<file path="src/rtl/uart_ram_dumper_if.sv">
// RAM read port and UART TX byte stream used by the RAM dumper.
// The dumper is the master: it drives the read strobe/address and the TX byte.
interface uart_ram_dumper_if #(
   parameter int ADDR_LEN = 14,
   parameter int XLEN     = 32
);
   logic                ram_rd_en;
   logic [ADDR_LEN-1:0] ram_addr;
   logic [XLEN-1:0]     ram_rd_data;
   logic                uart_tx_valid;
   logic [7:0]          uart_tx_data;
   logic                uart_tx_ready;

   modport master (
      output ram_rd_en, ram_addr, uart_tx_valid, uart_tx_data,
      input  ram_rd_data, uart_tx_ready
   );

   modport slave (
      input  ram_rd_en, ram_addr, uart_tx_valid, uart_tx_data,
      output ram_rd_data, uart_tx_ready
   );
endinterface

</file>
<file path="src/rtl/uart_ram_dumper.sv">
// Reads a range of RAM words and streams them to the UART TX, little-endian byte order.
// Every output is a register or a decode of the state register.
module uart_ram_dumper #(
   parameter int ADDR_LEN = 14,
   parameter int XLEN     = 32
) (
   input  logic                clk,
   input  logic                rst,
   input  logic                dump_start_i,
   input  logic [ADDR_LEN-1:0] dump_addr_i,
   input  logic [ADDR_LEN:0]   dump_words_i,
   input  logic                dump_abort_i,
   output logic                busy_o,
   output logic                done_o,
   uart_ram_dumper_if.master   bus
);
   localparam int BYTES = XLEN / 8;
   localparam int IDX_W = (BYTES > 1) ? $clog2(BYTES) : 1;
   localparam int CNT_W = ADDR_LEN + 1;

   typedef enum logic [2:0] {
      ST_IDLE = 3'd0,
      ST_READ = 3'd1,
      ST_WAIT = 3'd2,
      ST_SEND = 3'd3,
      ST_DONE = 3'd4
   } state_t;

   state_t              state_q, state_d;
   logic [ADDR_LEN-1:0] addr_q, addr_d;
   logic [CNT_W-1:0]    remain_q, remain_d;
   logic [XLEN-1:0]     shreg_q, shreg_d;
   logic [IDX_W-1:0]    idx_q, idx_d;

   // State and datapath registers; synchronous reset clears everything.
   always_ff @(posedge clk) begin
      if (rst) begin
         state_q  <= ST_IDLE;
         addr_q   <= '0;
         remain_q <= '0;
         shreg_q  <= '0;
         idx_q    <= '0;
      end else begin
         state_q  <= state_d;
         addr_q   <= addr_d;
         remain_q <= remain_d;
         shreg_q  <= shreg_d;
         idx_q    <= idx_d;
      end
   end

   // Next-state and datapath update.
   always_comb begin
      state_d  = state_q;
      addr_d   = addr_q;
      remain_d = remain_q;
      shreg_d  = shreg_q;
      idx_d    = idx_q;
      case (state_q)
         ST_IDLE: begin
            if (dump_abort_i) begin
               state_d = ST_IDLE;
            end else if (dump_start_i) begin
               if (dump_words_i == '0) begin
                  state_d = ST_DONE;
               end else begin
                  state_d  = ST_READ;
                  addr_d   = dump_addr_i;
                  remain_d = dump_words_i;
               end
            end else begin
               state_d = ST_IDLE;
            end
         end
         ST_READ: state_d = ST_WAIT;
         ST_WAIT: begin
            shreg_d = bus.ram_rd_data;
            idx_d   = '0;
            state_d = ST_SEND;
         end
         ST_SEND: begin
            if (!bus.uart_tx_ready) begin
               state_d = ST_SEND;
            end else if (idx_q != IDX_W'(BYTES - 1)) begin
               shreg_d = shreg_q >> 4'd8;
               idx_d   = idx_q + IDX_W'(1);
            end else begin
               remain_d = remain_q - CNT_W'(1);
               if (remain_q == CNT_W'(1)) begin
                  state_d = ST_DONE;
               end else begin
                  // Address wraps naturally at 2^ADDR_LEN.
                  addr_d  = addr_q + ADDR_LEN'(1);
                  state_d = ST_READ;
               end
            end
         end
         ST_DONE: state_d = ST_IDLE;
         default: state_d = ST_IDLE;
      endcase
      if ((state_q != ST_IDLE) && dump_abort_i) begin
         state_d = ST_IDLE;
      end else begin
         state_d = state_d;
      end
   end

   assign busy_o            = (state_q != ST_IDLE);
   assign done_o            = (state_q == ST_DONE);
   assign bus.ram_rd_en     = (state_q == ST_READ);
   assign bus.ram_addr      = addr_q;
   assign bus.uart_tx_valid = (state_q == ST_SEND);
   assign bus.uart_tx_data  = shreg_q[7:0];
endmodule
</file>
<file path="src/flat_wrapper.sv">
// flat-port wrapper written by rule: the top's interface ports become plain ports
module uart_ram_dumper_flat 
#(
   parameter int ADDR_LEN = 14,
   parameter int XLEN     = 32
)
  (clk, rst, dump_start_i, dump_addr_i, dump_words_i, dump_abort_i, busy_o, done_o, bus_ram_rd_en, bus_ram_addr, bus_uart_tx_valid, bus_uart_tx_data, bus_ram_rd_data, bus_uart_tx_ready);
  uart_ram_dumper_if #(.ADDR_LEN(ADDR_LEN), .XLEN(XLEN)) bus_i ();
  input  logic clk;
  input  logic rst;
  input  logic dump_start_i;
  input  logic [ADDR_LEN-1:0] dump_addr_i;
  input  logic [ADDR_LEN:0] dump_words_i;
  input  logic dump_abort_i;
  output logic busy_o;
  output logic done_o;
  output wire logic [$bits(bus_i.ram_rd_en)-1:0] bus_ram_rd_en;
  output wire logic [$bits(bus_i.ram_addr)-1:0] bus_ram_addr;
  output wire logic [$bits(bus_i.uart_tx_valid)-1:0] bus_uart_tx_valid;
  output wire logic [$bits(bus_i.uart_tx_data)-1:0] bus_uart_tx_data;
  input wire logic [$bits(bus_i.ram_rd_data)-1:0] bus_ram_rd_data;
  input wire logic [$bits(bus_i.uart_tx_ready)-1:0] bus_uart_tx_ready;
  assign bus_ram_rd_en = bus_i.ram_rd_en;
  assign bus_ram_addr = bus_i.ram_addr;
  assign bus_uart_tx_valid = bus_i.uart_tx_valid;
  assign bus_uart_tx_data = bus_i.uart_tx_data;
  assign bus_i.ram_rd_data = bus_ram_rd_data;
  assign bus_i.uart_tx_ready = bus_uart_tx_ready;
  uart_ram_dumper #(.ADDR_LEN(ADDR_LEN), .XLEN(XLEN)) u_core (.clk(clk), .rst(rst), .dump_start_i(dump_start_i), .dump_addr_i(dump_addr_i), .dump_words_i(dump_words_i), .dump_abort_i(dump_abort_i), .busy_o(busy_o), .done_o(done_o), .bus(bus_i));
endmodule
</file>
<file path="config.mk">
export PLATFORM = sky130hd
export DESIGN_NAME = uart_ram_dumper_flat
export DESIGN_NICKNAME = d
export VERILOG_FILES = /design/src/rtl/uart_ram_dumper_if.sv /design/src/rtl/uart_ram_dumper.sv /design/src/flat_wrapper.sv
export SDC_FILE = /design/constraint.sdc
export NUM_CORES = 1
export LEC_CHECK = 0
export ABC_AREA = 1
export BUFFER_PORTS_ARGS = -buffer_cell sky130_fd_sc_hd__buf_2
export CAP_MARGIN = 0
export CORE_MARGIN = 4
export CORE_UTILIZATION = 52
export CTS_BUF_LIST = sky130_fd_sc_hd__clkbuf_8
export CTS_CLUSTER_DIAMETER = 200
export DETAILED_ROUTE_END_ITERATION = 10
export PLACE_DENSITY = 0.78
export RECOVER_POWER = 50
export SLEW_MARGIN = 20
export SYNTH_ARGS = -nofsm -noshare
export SYNTH_HDL_FRONTEND = slang
export SYNTH_SLANG_ARGS = --single-unit
</file>
<file path="constraint.sdc">
create_clock -name clk -period 1.7 [get_ports clk]
set_input_delay 0.085 -clock clk [delete_from_list [all_inputs] [get_ports clk]]
set_output_delay 0.085 -clock clk [all_outputs]
set_load 0.02 [all_outputs]
</file>
# Yosys cells after proc, flatten, opt, wreduce, memory -nomap -nowiden
# Cells that the tools add are included.
# Widths: inputs -> output; s select.
dict set report op_classes {
  add_sub_neg 3
  eq_ne 14
  muxes 26
  reduce_logical 10
}
# cell n
set ops {}
lappend ops {{$mux 14} 6}
lappend ops {{$mux 15} 5}
lappend ops {{$mux 32} 2}
lappend ops {{$pmux 32 s2} 1}
lappend ops {{$pmux 15 s2} 1}
lappend ops {{$pmux 14 s2} 1}
lappend ops {{$mux 3} 6}
lappend ops {{$eq 15x1->1 const B} 1}
lappend ops {{$logic_not 15->1} 1}
lappend ops {{$sub 15x1->15 const B} 1}
lappend ops {{$add 14x1->14 const B} 1}
lappend ops {{$ne 2x2->1 const B} 6}
lappend ops {{$pmux 3 s4} 1}
lappend ops {{$reduce_and 7->1} 1}
lappend ops {{$eq 3x2->1 const B} 2}
lappend ops {{$reduce_and 6->1} 1}
lappend ops {{$mux 2} 2}
lappend ops {{$ne 2x1->1 const B} 2}
lappend ops {{$pmux 2 s2} 1}
lappend ops {{$reduce_bool 2->1} 2}
lappend ops {{$eq 3x1->1 const B} 1}
lappend ops {{$eq 3x3->1 const B} 1}
lappend ops {{$logic_not 3->1} 1}
lappend ops {{$ne 3x3->1 const B} 1}
lappend ops {{other kinds (5)} 5}
dict set report word_totals {
  regBits 66
  input_bits 66
  output_inout_bits 26
}

# Depth between registers and ports, before layout
# Gate-level depths: netlist of run 1.
dict set report depth {
  depth_word 5
  ltp_mapped 11
  depth_no_buf 11
}

# Least setup slack after synthesis of run 1
# OpenSTA, ideal clock, no wires.
dict set report synth_path {
  path_kind {register to register}
  start {register u_core.addr_q[2] (netlist: u_core.bus.ram_addr[2])}
  end {register u_core.addr_q[11] (netlist: u_core.bus.ram_addr[11])}
  setup_time_ps 64
  arrival_ps 1464
  required_ps 1636
  slack_ps 172
  path_stages_with_launch 9
  path_buffers 0
  path_cell_list {dfxtp_1 > nand3_1 > nor2_1 > nand2_1 > o21ai_0 > nand3_1 > nand2_1 > nand2_1 > nor2_1}
}
dict set report synth_via {
  elab_chain_cells 5
}
# item line
set synth_rtl {}
lappend synth_rtl {{start: declaration} uart_ram_dumper.sv:30} ;# logic [ADDR_LEN-1:0] addr_q, addr_d;
lappend synth_rtl {{start signal: assignment} uart_ram_dumper.sv:45} ;# addr_q <= addr_d;
lappend synth_rtl {{$add 14x1->14} uart_ram_dumper.sv:93} ;# addr_d = addr_q + ADDR_LEN'(1);
lappend synth_rtl {{$mux 14} uart_ram_dumper.sv:89} ;# if (remain_q == CNT_W'(1)) begin
lappend synth_rtl {{$mux 14} uart_ram_dumper.sv:84} ;# end else if (idx_q != IDX_W'(BYTES - 1)) begin
lappend synth_rtl {{$mux 14} uart_ram_dumper.sv:82} ;# if (!bus.uart_tx_ready) begin
lappend synth_rtl {{$pmux 14 s2} uart_ram_dumper.sv:59} ;# case (state_q)
# Every way passes these cells. The select of a mux whose other input is x is not followed.
# A chain may end at the register's enable or synchronous reset.

# Final worst setup path of run 1
dict set report layout_path {
  start {register u_core.state_q[0]}
  end {register u_core.shreg_q[5]}
}
dict set report layout_via {
  elab_chain_cells 3
  word_cells_on_any_way 7
  cone_classes {4 x eq/ne; 1 x mux; 2 x reduce/logical}
}
# item line
set layout_rtl {}
lappend layout_rtl {{start: declaration} uart_ram_dumper.sv:29} ;# state_t state_q, state_d;
lappend layout_rtl {{start signal: assignment} uart_ram_dumper.sv:44} ;# state_q <= state_d;
lappend layout_rtl {{$eq 3x2->1} uart_ram_dumper.sv:59}
lappend layout_rtl {{$ne 2x1->1 (no line) / $reduce_bool 2->1 (equally long branches)} --}
lappend layout_rtl {{$reduce_and 3->1 (no line)} --}
lappend layout_rtl {{end signal: assignment} uart_ram_dumper.sv:47} ;# shreg_q <= shreg_d;
lappend layout_rtl {{end: declaration} uart_ram_dumper.sv:32} ;# logic [XLEN-1:0] shreg_q, shreg_d;
# Parallel ways exist; a longest one is shown, timed or not.

==> results.txt, run 1 <==
Status - completed
Initial Utilization - 0.5442
Number of I/O port buffers - 91
Slew Limit Headroom - 0.7352
Area growth syn-to-layout - 27.90%
Row Count - 30
Switching Power - 0.001971 W
Seq pwr share - 0.400
Fillers - 623
Core area - 6907 um^2
Combinational power share - 0.330
Total GRT Usage - 0.2499
Number of synthesized register bits - 66
Post-DP HPWL - 7185 um
CP Launch Type - flop
CTS sink cnt - 66
Most common cell after layout, fill and taps aside - nand2_1
Clock Latency Late Sink - 350 ps
Pwr per Cell Area - 1060 nW/um^2
Post-DR wirelength/cell - 13.69 um
Met3 Use GR - 0.04827
CTS clk-pin slew, worst paths - 80 ps
TNS Setup - 0 ps
Syn Nets - 661
Peak supply drop - 552.7 uV
M1 GR Usage - 0.3228
Number of nets with antenna violations after routing - 0
Synth cell types - 33
Total wire length - 11010 um
Storage element area - 1329 um^2
Grt met2 use - 0.4145
CTS tree - built
Clock Tree Root - clkbuf_8
Gr busiest metal - met2
Residual DRC count - 0
Vias post-DR - 4261
Yosys warns - 0
Main synth FF type - dfxtp_1
Antenna violations before repair - 0
DRT Pass-1 Iters - 5
Crit path capture type - flop
I/O pin count - 92
Final min period - 1616 ps
WP data required - 1970 ps
Initial DRC count - 360
Max Cap Viol - 0
Clock Power Share - 0.270
Fmax - 618.8 MHz
Die width - 93.02 um
Gpl congestion - 0.9438
Final Slew Violations - 0
Vias per cell - 5.300
Post-synth EDFFs - 0
Data arrival time of the worst path - 1880 ps
CTS H-tree lvls - 3
Final Setup Violations - 0
Clock skew - 8.417 ps
Leakage power total - 2.183 nW
Share of post-route cells with drive strength above 1 - 0.1921
CTS Buffer Depth - 2
CP Class - reg -> reg
DIE AREA - 8653 um^2
TritonCTS buffer count - 9
Gate Count Post-Synth - 591
Ys async rst share - 0
Die height - 93.02 um
Final Hold Viols - 0
Commonest non-fill, non-tap cells in the layout - nand2_1, buf_2, nor2_1, dfxtp_1, o21ai_0
Multi-input gate area - 2125 um^2
Post-synthesis sequential area ratio - 0.3515
Nets - 773
Crit share post-route - 0.9507
Fin Hold WS - 16.58 ps
Vias in the first global route - 3930
Antenna Cells - 0
First-pass GRT wire length - 17680 um
Pint - 0.003123 W
Synth Cell Area - 3759 um^2
Largest net degree at the start of global routing - 49
Maximum fanout along the worst path - 21
Slew @ Worst Pin - 394.2 ps
Overall power - 0.005094 W
Hold WC Path Type - in -> reg
Net Sw Frac - 0.3869
Syn_area_per_cell - 6.360 um^2
Reg2reg setup slack - 80 ps
Grt total ovfl - 0
## power groups by stage
stage          Sequential (W)  Combinational (W)  Clock [W]
2_1_floorplan         0.00207            0.00113          0
3_3_place_gp          0.00204            0.00155          0
3_5_place_dp          0.00204            0.00159          0
4_1_cts               0.00201            0.00166    0.00139
5_1_grt               0.00207            0.00189    0.00146
6_report              0.00204            0.00168    0.00138
## cell type report
type / instances / area share
Inverter: 39 / 0.03123
Sequential cell: 66 / 0.2764
Clock buffer: 9 / 0.02577
Clock inverter: 7 / 0.01614
Timing Repair Buffer: 139 / 0.1835
Tap cell: 96 / 0.02499
Multi-Input combinational cell: 448 / 0.4420
## sequential cells by signal (all words and copies together), names as in the netlist
register	cells
u_core.state_q	3
u_core.idx_q	2
u_core.remain_q	15
u_core.shreg_q	32
u_core.bus.ram_addr	14
## metal layers
metal  wire [um]  part of all wire  up-vias
met5           0                 0        -
met4         230             0.021        0
met3         824             0.075       26
met2        5169              0.47      172
met1        4781              0.43     1908
li1            -                 -     2155
## cell usage after synthesis (4+ instances only)
cell type | instances | area [um^2]
o21ai_0 | 55 | 275.3
nand2_1 | 179 | 671.9
dfxtp_1 | 66 | 1321
buf_2 | 12 | 60.06
buf_4 | 9 | 67.56
nand4_1 | 8 | 50.05
clkbuf_1 | 13 | 48.80
a31oi_1 | 24 | 150.1
o21ai_1 | 5 | 25.02
nand3_1 | 37 | 185.2
inv_2 | 4 | 15.01
nor3_1 | 6 | 30.03
nor2_1 | 70 | 262.8
a21oi_1 | 35 | 175.2
ha_1 | 4 | 50.05
inv_1 | 34 | 127.6
## what timing repair did
item	in CTS	in global routing
buffers inserted	1	1
hold buffers	28	1
setup endpoints to repair	19	47
pin swaps	1	1
hold endpoints to repair	28	1
resized for setup	3	18
gates cloned	0	0
## logic make-up (layout without fill, tap and decap cells)
kind of cell / count (synthesis) / in the layout / share of synthesized area
and+or+nand+nor: 317 / 317 / 0.3545
adders and majority gates: 4 / 4 / 0.01332
xor gates and xnor gates: 3 / 3 / 0.006992
buffers and inverters: 77 / 194 / 0.09587
AOI/OAI and AO/OA: 124 / 124 / 0.1778
DFF: 66 / 66 / 0.3515
## path summary, 6_finish.rpt
path / cells after the start / from / endpoint
min reg2reg: 2 / u_core.shreg_q[25] / u_core.shreg_q[17]
min: 3 / bus_ram_rd_data[16] / u_core.shreg_q[16]
max reg2reg: 7 / u_core.state_q[0] / u_core.shreg_q[5]
max: 7 / u_core.state_q[0] / u_core.shreg_q[5]
## stage by stage
| stage | area [um^2] | setup slack [ps] | utilization | instances |
|---|---|---|---|---|
| final | 4807 | 83.86 | 0.6960 | 804 |
| after global routing | 4807 | -24.41 | 0.6960 | 804 |
| after floorplan | 3759 | 172.2 | - | 591 |
| after CTS | 4762 | 41.07 | 0.6895 | 802 |
| after global placement | 4265 | 15.98 | 0.6176 | 757 |
| after detailed placement | 4265 | -32.26 | 0.6176 | 757 |
## critical path: stages, from the launching register on
cell     delay, ps
dfxtp_2        390
nand2_1        100
nor2_4         170
nand3_1        200
nand2_4        150
buf_6          190
o21ai_0        110
a31oi_1        210
Note: power is estimated with default switching activity, not from simulation.
==> run 2, diff against run 1 <==
Settings changed: CORE_UTILIZATION 52 to 50, TNS_END_PERCENT set to 10.
Clock period 1.7 ns to 1.4 ns, I/O delays scaled along.
==> results.txt, run 2 (same netlist as run 1, synthesis figures left out) <==
Overall power - 0.007540 W (+48%)
Final Setup Violations - 54 (+54)
Core area - 7292 um^2 (+5.6%)
Fmax - 654.2 MHz (+5.7%)
Total GRT Usage - 0.2734 (+0.02350)
Antenna Cells - 0 (unchanged)
DRT Pass-1 Iters - 5 (unchanged)
Nets - 822 (+6.3%)
Slew Limit Headroom - 0.7477 (+0.01255)
Placement Setup Slack - -157.8 ps (-125.6 ps)
Max Cap Viol - 0 (unchanged)
CP max stage delay - 370 ps (-20 ps)
CTS sink cnt - 66 (unchanged)
Area growth syn-to-layout - 49.47%
Die height - 94.70 um (+1.8%)
Leakage power total - 2.568 nW (+18%)
Hold WC Path Type - in -> reg
Post-DR wirelength/cell - 15.04 um (+9.8%)
Final min period - 1528 ps (-87.67 ps)
Initial Utilization - 0.5154 (-0.02876)
Buf/Inv on CP - 3 (+2)
Row Count - 31 (+3.3%)
CTS Buffer Depth - 2 (unchanged)
I/O pin count - 92 (unchanged)
Final Hold Viols - 0 (unchanged)
Final WS setup - -128.5 ps (-212.3 ps)
Fillers - 524 (-16%)
Vias per cell - 5.515 (+4.1%)
Status - finished with violations
Core Util, Final - 0.7704 (+0.07440)
Total wire length - 12870 um (+17%)
Grt total ovfl - 0 (unchanged)
CTS tree - built
Final Slew Violations - 0 (unchanged)
Worst reg2reg path depth - 9 (+2)
TritonCTS buffer count - 9 (unchanged)
Number of nets with antenna violations after routing - 0 (unchanged)
Commonest non-fill, non-tap cells in the layout - nand2_1, buf_2, dfxtp_1, nor2_1, buf_4
Violated checks - setup timing
Crit path capture type - flop
Data arrival time of the worst path - 1770 ps (-110 ps)
Most common cell after layout, fill and taps aside - nand2_1
Maximum fanout along the worst path - 7 (-67%)
Gpl congestion - 0.9163 (-2.9%)
CTS H-tree lvls - 3 (unchanged)
Residual DRC count - 0 (unchanged)
Crit share post-route - 1.092 (+0.1411)
CP cell instances - inv_2 -> nand3_4 -> inv_2 -> nand3_1 -> nand2_4 -> buf_6 -> nand2_1 -> nand2_1 -> a21oi_1
WP data required - 1640 ps (-330 ps)
Antenna violations before repair - 0 (unchanged)
Vias post-DR - 4721 (+11%)
Slew @ Worst Pin - 378.4 ps (-15.80 ps)
Peak supply drop - 976.1 uV (+77%)
First-pass GRT wire length - 19630 um (+11%)
Die width - 94.70 um (+1.8%)
Levels on crit path - 9 (+2)
Pwr per Cell Area - 1342 nW/um^2 (+27%)
CTS clk-pin slew, worst paths - 80 ps (about the same)
Vias in the first global route - 4398 (+12%)
Clock Latency Late Sink - 360 ps (about the same)
Initial DRC count - 297 (-18%)
DIE AREA - 8968 um^2 (+3.6%)
CP Class - reg -> reg
Dpl cells - 798 (+5.4%)
Largest net degree at the start of global routing - 42 (-14%)
Clock skew - 9.495 ps (+1.079 ps)
Most flop-heavy register - u_core.shreg_q
RSZ-0062 raised after global routing - yes
CP max stage cell - dfxtp_4
Max reg flops - 32 (unchanged)
Number of I/O port buffers - 91 (unchanged)
Post-DP HPWL - 7547 um (+5.0%)
Final cell count without fillers - 856 (+6.5%)
TNS Setup - -2587 ps (-2587 ps)
Clock Tree Root - clkbuf_8
Top delay family on crit path - simple AND/OR/NAND/NOR gates
Share of post-route cells with drive strength above 1 - 0.3091 (+0.1170)
WHS Path Cells - 5 (+2)
CP Launch Type - flop
## run 2: cell types whose count changed in the layout (fill, tap and decap cells not counted), sizes merged, moves of 2 or more
cell	previous run	this run
buf	89	142
clkbuf	30	22
bufinv	1	4
dlygate4sd3	29	32
inv	40	38
## run 2: timing repair
action / in CTS / in global routing
hold buffers: 32 / 0
endpoints found under the hold margin: 32 / 0
gates resized for setup: 69 / 58
buffers inserted: 3 / 2
pin swaps: 9 / 10
gates cloned: 3 / 2
setup endpoints to repair: 65 / 69
## run 2: stage by stage
step	cell area, um^2	hold slack [ps]
final	5618	26.02
after CTS	5409	30.66
after global routing	5618	45.33
after floorplan	3764	210.7
after global placement	4572	297.4
after detailed placement	4572	302.1
## run 2: path summary, 6_finish.rpt
kind / from / to / slack, ps
max: u_core.state_q[1] / u_core.remain_q[12] / -130
min: dump_addr_i[8] / u_core.bus.ram_addr[8] / 30
max reg2reg: u_core.state_q[1] / u_core.remain_q[12] / -130
min reg2reg: u_core.shreg_q[22] / u_core.shreg_q[14] / 480
## run 2: area by class of cell
| cell class | instances | area, um^2 | area share |
|---|---|---|---|
| Multi-Input combinational cell | 449 | 2341 | 0.4167 |
| Timing Repair Buffer | 187 | 1384 | 0.2463 |
| Sequential cell | 66 | 1336 | 0.2379 |
| Inverter | 39 | 157.7 | 0.02806 |
| Clock buffer | 10 | 137.6 | 0.02450 |
| Clock inverter | 6 | 137.6 | 0.02450 |
| Tap cell | 99 | 123.9 | 0.02205 |
## run 2: power breakdown
| part | leakage, nW | switching [W] | total [W] | internal [W] |
|---|---|---|---|---|
| registers | 0.544 | 0.000270 | 0.00247 | 0.00220 |
| clock network | 0.137 | 0.000802 | 0.00222 | 0.00142 |
| logic | 1.89 | 0.00164 | 0.00285 | 0.00121 |
| total | 2.57 | 0.00271 | 0.00754 | 0.00483 |
## run 2: metal layers
metal | up-vias | track usage | share of wire
met5 | - | 0 | 0
met4 | 0 | 0.1226 | 0.030
met3 | 46 | 0.06135 | 0.080
met2 | 246 | 0.4568 | 0.51
met1 | 2179 | 0.3350 | 0.38
li1 | 2250 | - | -
## run 2: worst register-to-register path, cell delays in order, from the launching register on
cell	delay, ps
dfxtp_4	370
inv_2	80
nand3_4	130
inv_2	110
nand3_1	210
nand2_4	200
buf_6	160
nand2_1	70
nand2_1	60
a21oi_1	40
==> run 3, diff against run 2 <==
Settings changed: MAX_ROUTING_LAYER set to met4.
==> results.txt, run 3 (same netlist as run 1, synthesis figures left out) <==
Status - finished with violations
Violated checks - setup timing
Post-DR wirelength/cell - 15.39 um (+2.3%)
Final Setup Violations - 38 (-30%)
Slew Limit Headroom - 0.7280 (-0.01972)
Top delay family on crit path - simple AND/OR/NAND/NOR gates
Design area - 5659 um^2 (+0.73%)
Gpl congestion - 0.9157 (about the same)
Max Cap Viol - 0 (unchanged)
Crit share post-route - 1.075 (-0.01697)
CTS Buffer Depth - 2 (unchanged)
RSZ-0062 raised after global routing - yes
Vias per cell - 5.463 (-0.95%)
Metal3 WL - 1127 um (+9.4%)
Buf/Inv on CP - 1 (-2)
Vias in the first global route - 4340 (-1.3%)
Clock Latency Late Sink - 360 ps (about the same)
Maximum fanout along the worst path - 21 (+14)
Max reg flops - 32 (unchanged)
Initial DRC count - 283 (-4.7%)
Fmax - 664.6 MHz (+1.6%)
Met1 wire length - 5097 um (+4.2%)
First-pass GRT wire length - 19620 um (about the same)
CP cell instances - nand2_4 -> nor2_4 -> nand3_4 -> nand2_8 -> buf_12 -> o21ai_1 -> a31oi_1
CP max stage delay - 410 ps (+40 ps)
Final Slew Violations - 0 (unchanged)
CTS sink cnt - 66 (unchanged)
Data arrival time of the worst path - 1770 ps (about the same)
CTS H-tree lvls - 3 (unchanged)
CTS clk-pin slew, worst paths - 80 ps (about the same)
Share of post-route cells with drive strength above 1 - 0.3281 (+0.01899)
DRT Pass-1 Iters - 5 (unchanged)
Dpl cells - 800 (+0.25%)
TritonCTS buffer count - 9 (unchanged)
Clock skew - 14.35 ps (+4.857 ps)
Multi-input gate area - 2400 um^2 (+2.5%)
Peak supply drop - 593.0 uV (-39%)
I/O pin count - 92 (unchanged)
Nets - 830 (+0.97%)
Final cell count without fillers - 864 (+0.93%)
Slew @ Worst Pin - 408.0 ps (+29.58 ps)
Area growth syn-to-layout - 50.57%
Most common cell after layout, fill and taps aside - nand2_1
Crit path capture type - flop
Commonest non-fill, non-tap cells in the layout - nand2_1, buf_2, nor2_1, buf_4, dfxtp_1
Vias post-DR - 4720 (-0.021%)
DR top layer - met4
Row Count - 31 (unchanged)
CP Class - reg -> reg
Final min period - 1505 ps (-23.76 ps)
CTS tree - built
Most flop-heavy register - u_core.shreg_q
Die height - 94.70 um (unchanged)
Placed Area - 4587 um^2 (+0.33%)
Core area - 7292 um^2 (unchanged)
Final WS setup - -104.7 ps (+23.76 ps)
Clock Tree Root - clkbuf_8
Antenna Cells - 0 (unchanged)
Final Hold Viols - 0 (unchanged)
Leakage power total - 2.575 nW (+0.31%)
Antenna violations before repair - 0 (unchanged)
Met2 Wirelength - 6609 um (+0.65%)
Total GRT Usage - 0.2815 (+0.008065)
DIE AREA - 8968 um^2 (unchanged)
Post-DP HPWL - 7459 um (-1.2%)
Largest net degree at the start of global routing - 42 (unchanged)
Storage element area - 1341 um^2 (+0.37%)
TNS Setup - -2070 ps (+517.0 ps)
Number of nets with antenna violations after routing - 0 (unchanged)
CP max stage cell - dfxtp_4
Die width - 94.70 um (unchanged)
Hold WC Path Type - in -> reg
Fillers - 512 (-2.3%)
Total wire length - 13290 um (+3.3%)
CP Launch Type - flop
Number of I/O port buffers - 91 (unchanged)
WP data required - 1670 ps (+30 ps)
Residual DRC count - 0 (unchanged)
Grt total ovfl - 0 (unchanged)
Pwr per Cell Area - 1233 nW/um^2 (-8.1%)
Initial Utilization - 0.5154 (unchanged)
Placement Setup Slack - -230.2 ps (-72.33 ps)
## run 3: changes by cell type in the layout (fill, tap and decap cells not counted), moves of 4 or more
| cell | change |
|---|---|
| buf_4 | +4 |
| buf_6 | +5 |
| bufinv_16 | -4 |
| o21ai_0 | +18 |
| o21ai_1 | -16 |
## run 3: path summary, 6_finish.rpt
check	start	to	slack, ps	cells after the start
max	u_core.state_q[0]	u_core.shreg_q[18]	-100	7
min	bus_ram_rd_data[21]	u_core.shreg_q[21]	10	3
max reg2reg	u_core.state_q[0]	u_core.shreg_q[18]	-100	7
min reg2reg	u_core.shreg_q[12]	u_core.shreg_q[4]	480	2
## run 3: report_power, final
group | switching (W) | internal (W) | total, W
logic | 0.00171 | 0.00128 | 0.00299
registers | 0.000274 | 0.00220 | 0.00247
clock network | 0.000828 | 0.000690 | 0.00152
total | 0.00281 | 0.00416 | 0.00698
## run 3: final cells by class
class,instances,share of cell area
Clock buffer,10,0.02432
Clock inverter,6,0.007517
Inverter,39,0.02896
Multi-Input combinational cell,449,0.4241
Sequential cell,66,0.2370
Tap cell,99,0.02189
Timing Repair Buffer,195,0.2562
## run 3: timing repair
action                                  in CTS  in global routing
endpoints found under the setup margin      66                 66
resized for setup                           55                 76
gates cloned                                 3                  2
hold buffers                                31                  0
buffers inserted                             3                 10
pin swaps                                   11                 26
endpoints found under the hold margin       31                  0
## run 3: worst reg2reg max path, delay by kind of cell (launching register included)
family                 cells  cell delay [ps]
AO/OA/AOI/OAI              2              330
buffers and inverters      1              160
flip-flops                 1              410
AND/OR/NAND/NOR            4              540
## run 3: per-stage QoR
stage	hold WS, ps	util	total power, W
floorplan	210.7	-	0.003889
global placement	296.6	0.6290	0.004624
detailed placement	303.6	0.6290	0.004687
CTS	0.8507	0.7246	0.006478
global route	13.34	0.7761	0.007330
finish	11.24	0.7761	0.006976
## run 3: layer usage
layer,track usage,vias to the layer above
li1,-,2274
met3,0.05259,54
met4,0.1190,0
met5,-,-
met1,0.3275,2135
met2,0.4745,257
